<file path="src/rtl/sched_pkg.sv">
// Shared types and constants for the round-robin process scheduler.
package sched_pkg;

  typedef enum logic [2:0] {
    S_IDLE   = 3'd0,
    S_RUN    = 3'd1,
    S_SAVE   = 3'd2,
    S_SELECT = 3'd3,
    S_LOAD   = 3'd4
  } sched_state_t;

  localparam int NUM_PROC_DEF = 4;
  localparam int PROC_ID_W    = $clog2(NUM_PROC_DEF);

  // Output values while Reset is asserted
  localparam logic RST_CHANGE_PC  = 1'b0;
  localparam logic RST_EXEC_PROC  = 1'b0;
  localparam logic RST_SCHED_HALT = 1'b1;
  localparam logic RST_SCHED_BUSY = 1'b0;

endpackage

</file>
<file path="src/rtl/sched_rr_arbiter.sv">
// Rotate-priority finder: returns the first valid slot after cur, wrapping,
// with cur itself examined last.
module sched_rr_arbiter
  import sched_pkg::*;
#(
  parameter int N = NUM_PROC_DEF,
  parameter int W = PROC_ID_W
) (
  input  logic [N-1:0] valid,
  input  logic [W-1:0] cur,
  output logic [W-1:0] next,
  output logic         found
);

  // Scan offsets 1..N; offset N truncates to cur itself
  always_comb begin
    logic [W-1:0] idx;
    next  = cur;
    found = 1'b0;
    idx   = cur;
    for (int i = 1; i <= N; i++) begin
      idx = cur + W'(i);
      if (!found && valid[idx]) begin
        next  = idx;
        found = 1'b1;
      end else begin
        found = found;
      end
    end
  end

endmodule

</file>
<file path="src/rtl/process_scheduler.sv">
// Round-robin preemptive scheduler beside the PC. Preempts on quantum expiry or
// process termination, saves the frozen PC per slot, reloads via change_pc/pc_in.
// Optional build macro SCHED_SWITCH_CNT_EN adds the saturating switch_count output.
module process_scheduler
  import sched_pkg::*;
#(
  parameter int NUM_PROC = 4,
  parameter int ADDR_W   = 32,
  parameter int CNT_W    = 5,
  parameter int QUANTUM  = 8,
  localparam int PID_W   = $clog2(NUM_PROC)
) (
  input  logic                Clock,
  input  logic                Reset,
  input  logic                sched_en,
  input  logic [ADDR_W-1:0]   pc_current,
  input  logic [CNT_W-1:0]    pc_counter,
  input  logic                pc_redirect,
  input  logic                proc_done,
  input  logic                proc_create,
  input  logic [PID_W-1:0]    proc_create_id,
  input  logic [ADDR_W-1:0]   proc_create_addr,
  output logic                change_pc,
  output logic [ADDR_W-1:0]   pc_in,
  output logic                exec_proc,
  output logic                sched_halt,
  output logic [PID_W-1:0]    cur_proc,
  output logic [NUM_PROC-1:0] proc_valid,
  output logic                sched_busy
`ifdef SCHED_SWITCH_CNT_EN
  ,output logic [15:0]        switch_count
`endif
);

  localparam logic [CNT_W-1:0] QUANTUM_C = CNT_W'(QUANTUM);

  sched_state_t        state_r, state_s;
  logic                done_r, done_s;           // current SAVE was caused by proc_done
  logic                from_idle_r, from_idle_s; // SELECT entered from IDLE: scan starts at cur
  logic [PID_W-1:0]    cur_s;
  logic [PID_W-1:0]    arb_cur_s, arb_next_s;
  logic                arb_found_s;
  logic                clr_valid_s, save_we_s;
  logic [NUM_PROC-1:0] set_mask_s, clr_mask_s;
  logic [ADDR_W-1:0]   pc_in_s;
  logic [ADDR_W-1:0]   table_r [NUM_PROC];

  // Nothing was preempted when leaving IDLE, so the scan includes cur itself first
  assign arb_cur_s = from_idle_r ? (cur_proc - PID_W'(1)) : cur_proc;

  sched_rr_arbiter #(.N(NUM_PROC), .W(PID_W)) u_arb (
    .valid (proc_valid),
    .cur   (arb_cur_s),
    .next  (arb_next_s),
    .found (arb_found_s)
  );

  // Next-state logic and per-state side effects
  always_comb begin
    state_s     = state_r;
    done_s      = done_r;
    from_idle_s = from_idle_r;
    cur_s       = cur_proc;
    clr_valid_s = 1'b0;
    save_we_s   = 1'b0;
    case (state_r)
      S_IDLE: begin
        if (sched_en && (|proc_valid)) begin
          state_s     = S_SELECT;
          from_idle_s = 1'b1;
        end else begin
          state_s = S_IDLE;
        end
      end
      S_RUN: begin
        if (proc_done) begin
          state_s = S_SAVE;
          done_s  = 1'b1;
        end else if (sched_en && (pc_counter >= QUANTUM_C)) begin
          state_s = S_SAVE;
          done_s  = 1'b0;
        end else begin
          state_s = S_RUN;
        end
      end
      S_SAVE: begin
        if (pc_redirect) begin
          state_s = S_SAVE;
        end else begin
          state_s     = S_SELECT;
          from_idle_s = 1'b0;
          if (done_r) begin
            clr_valid_s = 1'b1;
          end else begin
            save_we_s = 1'b1;
          end
        end
      end
      S_SELECT: begin
        if (arb_found_s) begin
          cur_s   = arb_next_s;
          state_s = S_LOAD;
        end else begin
          state_s = S_IDLE;
        end
      end
      S_LOAD: begin
        if (pc_redirect) begin
          state_s = S_LOAD;
        end else begin
          state_s = S_RUN;
        end
      end
      default: begin
        state_s = S_IDLE;
      end
    endcase
  end

  // Valid-bitmap update masks; a create overrides a clear on the same slot
  always_comb begin
    set_mask_s = '0;
    clr_mask_s = '0;
    if (proc_create) begin
      set_mask_s[proc_create_id] = 1'b1;
    end else begin
      set_mask_s = '0;
    end
    if (clr_valid_s) begin
      clr_mask_s[cur_proc] = 1'b1;
    end else begin
      clr_mask_s = '0;
    end
  end

  // Reload address, forwarding a same-cycle create on the target slot
  always_comb begin
    if (proc_create && (proc_create_id == cur_s)) begin
      pc_in_s = proc_create_addr;
    end else begin
      pc_in_s = table_r[cur_s];
    end
  end

  // FSM state, slot bookkeeping and registered outputs
  always_ff @(posedge Clock or posedge Reset) begin
    if (Reset) begin
      state_r     <= S_IDLE;
      done_r      <= 1'b0;
      from_idle_r <= 1'b0;
      cur_proc    <= '0;
      proc_valid  <= '0;
      change_pc   <= RST_CHANGE_PC;
      pc_in       <= '0;
      exec_proc   <= RST_EXEC_PROC;
      sched_halt  <= RST_SCHED_HALT;
      sched_busy  <= RST_SCHED_BUSY;
    end else begin
      state_r     <= state_s;
      done_r      <= done_s;
      from_idle_r <= from_idle_s;
      cur_proc    <= cur_s;
      proc_valid  <= (proc_valid & ~clr_mask_s) | set_mask_s;
      change_pc   <= (state_s == S_LOAD);
      exec_proc   <= (state_s == S_RUN);
      sched_halt  <= (state_s != S_RUN);
      sched_busy  <= (state_s == S_SAVE) || (state_s == S_SELECT) || (state_s == S_LOAD);
      if (state_s == S_LOAD) begin
        pc_in <= pc_in_s;
      end
    end
  end

  // Per-slot PC table; a create beats a save on the same slot
  always_ff @(posedge Clock) begin
    for (int i = 0; i < NUM_PROC; i++) begin
      if (proc_create && (proc_create_id == PID_W'(i))) begin
        table_r[i] <= proc_create_addr;
      end else if (save_we_s && (cur_proc == PID_W'(i))) begin
        table_r[i] <= pc_current;
      end
    end
  end

`ifdef SCHED_SWITCH_CNT_EN
  // Saturating count of completed LOAD->RUN transitions
  always_ff @(posedge Clock or posedge Reset) begin
    if (Reset) begin
      switch_count <= 16'd0;
    end else if ((state_r == S_LOAD) && (state_s == S_RUN) && (switch_count != 16'hFFFF)) begin
      switch_count <= switch_count + 16'd1;
    end
  end
`endif

endmodule
</file>
<file path="config.mk">
export PLATFORM = sky130hd
export DESIGN_NAME = process_scheduler
export DESIGN_NICKNAME = d
export VERILOG_FILES = /design/src/rtl/sched_pkg.sv /design/src/rtl/sched_rr_arbiter.sv /design/src/rtl/process_scheduler.sv
export SDC_FILE = /design/constraint.sdc
export NUM_CORES = 1
export LEC_CHECK = 0
export ABC_AREA = 1
export CORE_ASPECT_RATIO = 0.9
export CORE_UTILIZATION = 55
export CTS_CLUSTER_SIZE = 30
export DETAILED_ROUTE_END_ITERATION = 12
export GPL_ROUTABILITY_DRIVEN = 0
export PLACE_DENSITY = 0.82
export SYNTH_ARGS = -nofsm -noshare
export SYNTH_HDL_FRONTEND = slang
export SYNTH_HIERARCHICAL = 1
export SYNTH_SLANG_ARGS = --single-unit
</file>
<file path="constraint.sdc">
create_clock -name Clock -period 4.4 [get_ports Clock]
set_input_delay 0.66 -clock Clock [delete_from_list [all_inputs] [get_ports Clock]]
set_output_delay 0.66 -clock Clock [all_outputs]
set_load 0.03 [all_outputs]
</file>
==> flow_summary.yaml <==
pwr:
  power.internal_w: 0.00437
  p_switching_w: 0.00355
  p_leak_nw: 4.95
  seqPwrFrac_pct: 29.5
  finalPower_w: 0.00792
  comb_power_share_pct: 51.6
  power_frac_clock_pct: 18.9
  pwr_density_cell_nw_per_um2: 719
  ir_drop_v: 0.000626
  switching_share_pct: 44.8
clock_tree:
  cts_buffers: 17
  cts_resized: 0
  clockRootBuffer: "clkbuf_16"
  clkSinkCount: 175
  postCtsSetupRepairBufs: 0
  cts_buffer_depth: 2
  holdBufCountCts: 0
  cts_tree: "built"
  clk_latency_ns: 0.44
  path_clk_slew_ns: 0.07
  cts_max_level: 4
final_layout:
  diodes: 0
  nets: 1263
  drive_gt1_share_pct: 6.19
  fill_cells: 1281
  instances_no_fill: 1402
  area_growth_pct: 21.3
  design_area_sq_um: 11000
drt:
  postRouteAntennaNets: 0
  drc: 0
  avgRoutedWirePerCell_microns: 16.9
  drt-total-wl_mm: 23.6
  first_pass_iters: 8
  via_count: 7989
  via_per_inst: 5.70
  drt_iter0_markers: 1028
global_routing:
  grt_max_degree: 65
  grt_pass1_wl_mm: 37.5
  overflow: 0
  track_usage_pct: 29.8
  antenna_found_initial: 0
  grt_pass1_vias: 7413
place:
  post_dp_cell_area_sq_um: 10400
  port_buffers: 115
  dp_hpwl_mm: 14.1
  dp.cells: 1370
  pre_cts_ws_ns: 0.927
synthesis:
  ys_seq_elements: 175
  syn_inst: 1091
  synth_area_sq_um: 9070
  synth_fp_nets: 1172
  ys_seq_area_share_pct: 55.4
  synth.avg_cell_area_sq_um: 8.31
  netlist-cell-type-count: 27
  yosysWarnings: 6
setup_path:
  cp-end-kind: "register"
  reg2reg_depth: 20
  r2r-start: "cur_proc[0]"
  r2r-end: "pc_in[22]"
  crit_path_start_kind: "register"
  required_ns: 4.72
  cp_max_fo: 32
  arrival_ns: 3.86
  r2r_setup_slack_ns: 0.87
  critPathKind: "reg2reg"
timing:
  tightest_slew_ns: 1.03
  hold_viol: 0
  finalMaxSlewViolations: 0
  relSlewSlack_pct: 30.9
  fin_ws_ns: 0.868
  fmax_mhz: 283
  fin_worst_skew_ns: 0.0110
  finalSetupViolCount: 0
  timing.final.crit_share_pct: 80.3
  fin_crit_ns: 3.53
  setup-tns-final_ns: 0
  rsz0062_at_grt: "no"
hold_path:
  min_to: "pc_in[20]"
  holdPathStages: 2
  hold_class: "reg2reg"
  holdCritStartpoint: "pc_in[20]"
outcome:
  status: "finished clean"
floorplanning:
  start_util_pct: 56.2
  die_h_microns: 124
  rows: 44
  core_area_sq_um: 16100
  die_x_microns: 137
  fp.dieArea_sq_um: 17000
  ios: 119
run:
  max_cap_violations: 0
## routing by layer
metal	share of wire, %	wire length (microns)	GRT usage, %
met1	40	9470	39.4
met2	48	11300	47.5
met3	9.6	2270	6.19
met4	2.3	550	13.8
met5	0	0	0
## placed cells by master, fill, tap and decap left out
cell             synthesis  routed
dfstp_2                  1       1
inv_2                    1       2
clkbuf_16                0      19
nor2_2                   1       1
nor2_1                   6       6
nand2_4                  1       1
clkinv_4                 0       2
clkinv_2                 0       2
clkdlybuf4s50_1          0     115
edfxtp_1               128     128
a21oi_1                  4       4
buf_4                    0      21
nand2_1                383     380
dfrtp_1                 46      46
ha_1                     4       4
a21oi_2                  1       1
nor3_1                   3       3
inv_1                   79      78
buf_12                   0       3
nand3_2                  4       4
nand3_1                213     213
o21ai_2                  0       1
nand2_2                  5       8
xor2_1                   2       2
nor4_1                   1       1
clkinvlp_4               0       3
nand4_1                  3       3
inv_6                    0       1
bufinv_16                0       1
o21ai_0                135     135
inv_8                    0       1
clkinv_1                 0       1
clkbuf_1                38       2
inv_4                    1       1
nor3_4                   1       1
## metrics by stage
stage	hold WS, ns	utilization, %
after floorplan	0.560	-
after global placement	0.466	64.6
after detailed placement	0.465	64.6
after CTS	0.484	68.2
after global routing	0.505	68.2
final	0.481	68.2
## power groups by stage
| stage | Combinational (W) | Clock, W | Sequential [W] |
|---|---|---|---|
| detailed placement | 0.00400 | 0 | 0.00237 |
| floorplan | 0.00244 | 0 | 0.00268 |
| CTS | 0.00404 | 0.00150 | 0.00234 |
| finish | 0.00408 | 0.00150 | 0.00234 |
| global route | 0.00449 | 0.00156 | 0.00237 |
| global placement | 0.00390 | 0 | 0.00236 |
## cell families (layout without fill, tap and decap cells)
kind of cell    count (synthesis)  in the layout  share of synthesized area [%]
simple gates                  621            621                           29.5
fa+ha+maj                       4              4                          0.552
compound gates                141            141                           7.82
flops                         175            175                           55.4
buf+inv                       148            252                           6.61
xor+xnor                        2              2                          0.193
## registers in the layout (all words and copies together) (netlist names)
name / cells
pc_in: 32
exec_proc: 1
proc_valid: 4
table_r: 128
state_r: 3
cur_proc: 2
sched_busy: 1
done_r: 1
change_pc: 1
sched_halt: 1
from_idle_r: 1
## worst max-delay path, cell delays in order, from the launching register on
cell     delay (ns)
dfrtp_1        0.51
inv_1          0.11
ha_1           0.30
o21ai_0        0.15
buf_4          0.17
inv_2          0.05
nand2_1        0.07
nand2_2        0.07
nand2_2        0.08
nand2_4        0.07
a21oi_2        0.14
nand4_1        0.22
o21ai_0        0.38
nand2_1        0.12
nand2_1        0.10
nand2_1        0.05
nand2_1        0.07
buf_4          0.40
nand3_1        0.14
nand3_1        0.15
nand2_1        0.07
## how the worst max path moves through the flow
| stage | from | endpoint | slack, ns | cells past startpoint |
|---|---|---|---|---|
| 2_1_floorplan | cur_proc[0] | pc_in[0] | 1.06 | 19 |
| 3_3_place_gp | cur_proc[0] | pc_in[10] | 1.03 | 20 |
| 3_5_place_dp | cur_proc[0] | pc_in[9] | 0.93 | 20 |
| 4_1_cts | cur_proc[0] | pc_in[8] | 0.90 | 20 |
| 5_1_grt | cur_proc[0] | pc_in[27] | 0.50 | 20 |
| 6_report | cur_proc[0] | pc_in[22] | 0.87 | 20 |
## cell usage after synthesis (all sizes together)
library cell | instances | share of area [%]
o21ai | 136 | 7.5
nand3 | 217 | 12
ha | 4 | 0.55
dfrtp | 46 | 13
nor3 | 4 | 0.34
buf | 29 | 1.7
xor2 | 2 | 0.19
nor2 | 7 | 0.32
nand4 | 3 | 0.21
a21oi | 5 | 0.32
inv | 81 | 3.4
clkbuf | 38 | 1.6
nand2 | 389 | 16
dfstp | 1 | 0.29
edfxtp | 128 | 42
nor4 | 1 | 0.069
## layout make-up
cell class	instances	area, sq um	area share (%)
Clock buffer	21	483	4.39
Clock inverter	11	104	0.944
Inverter	81	307	2.79
Multi-Input combinational cell	768	3460	31.4
Sequential cell	175	5020	45.6
Tap cell	207	259	2.35
Timing Repair Buffer	139	1370	12.4
(Power assumes the default switching activity.)
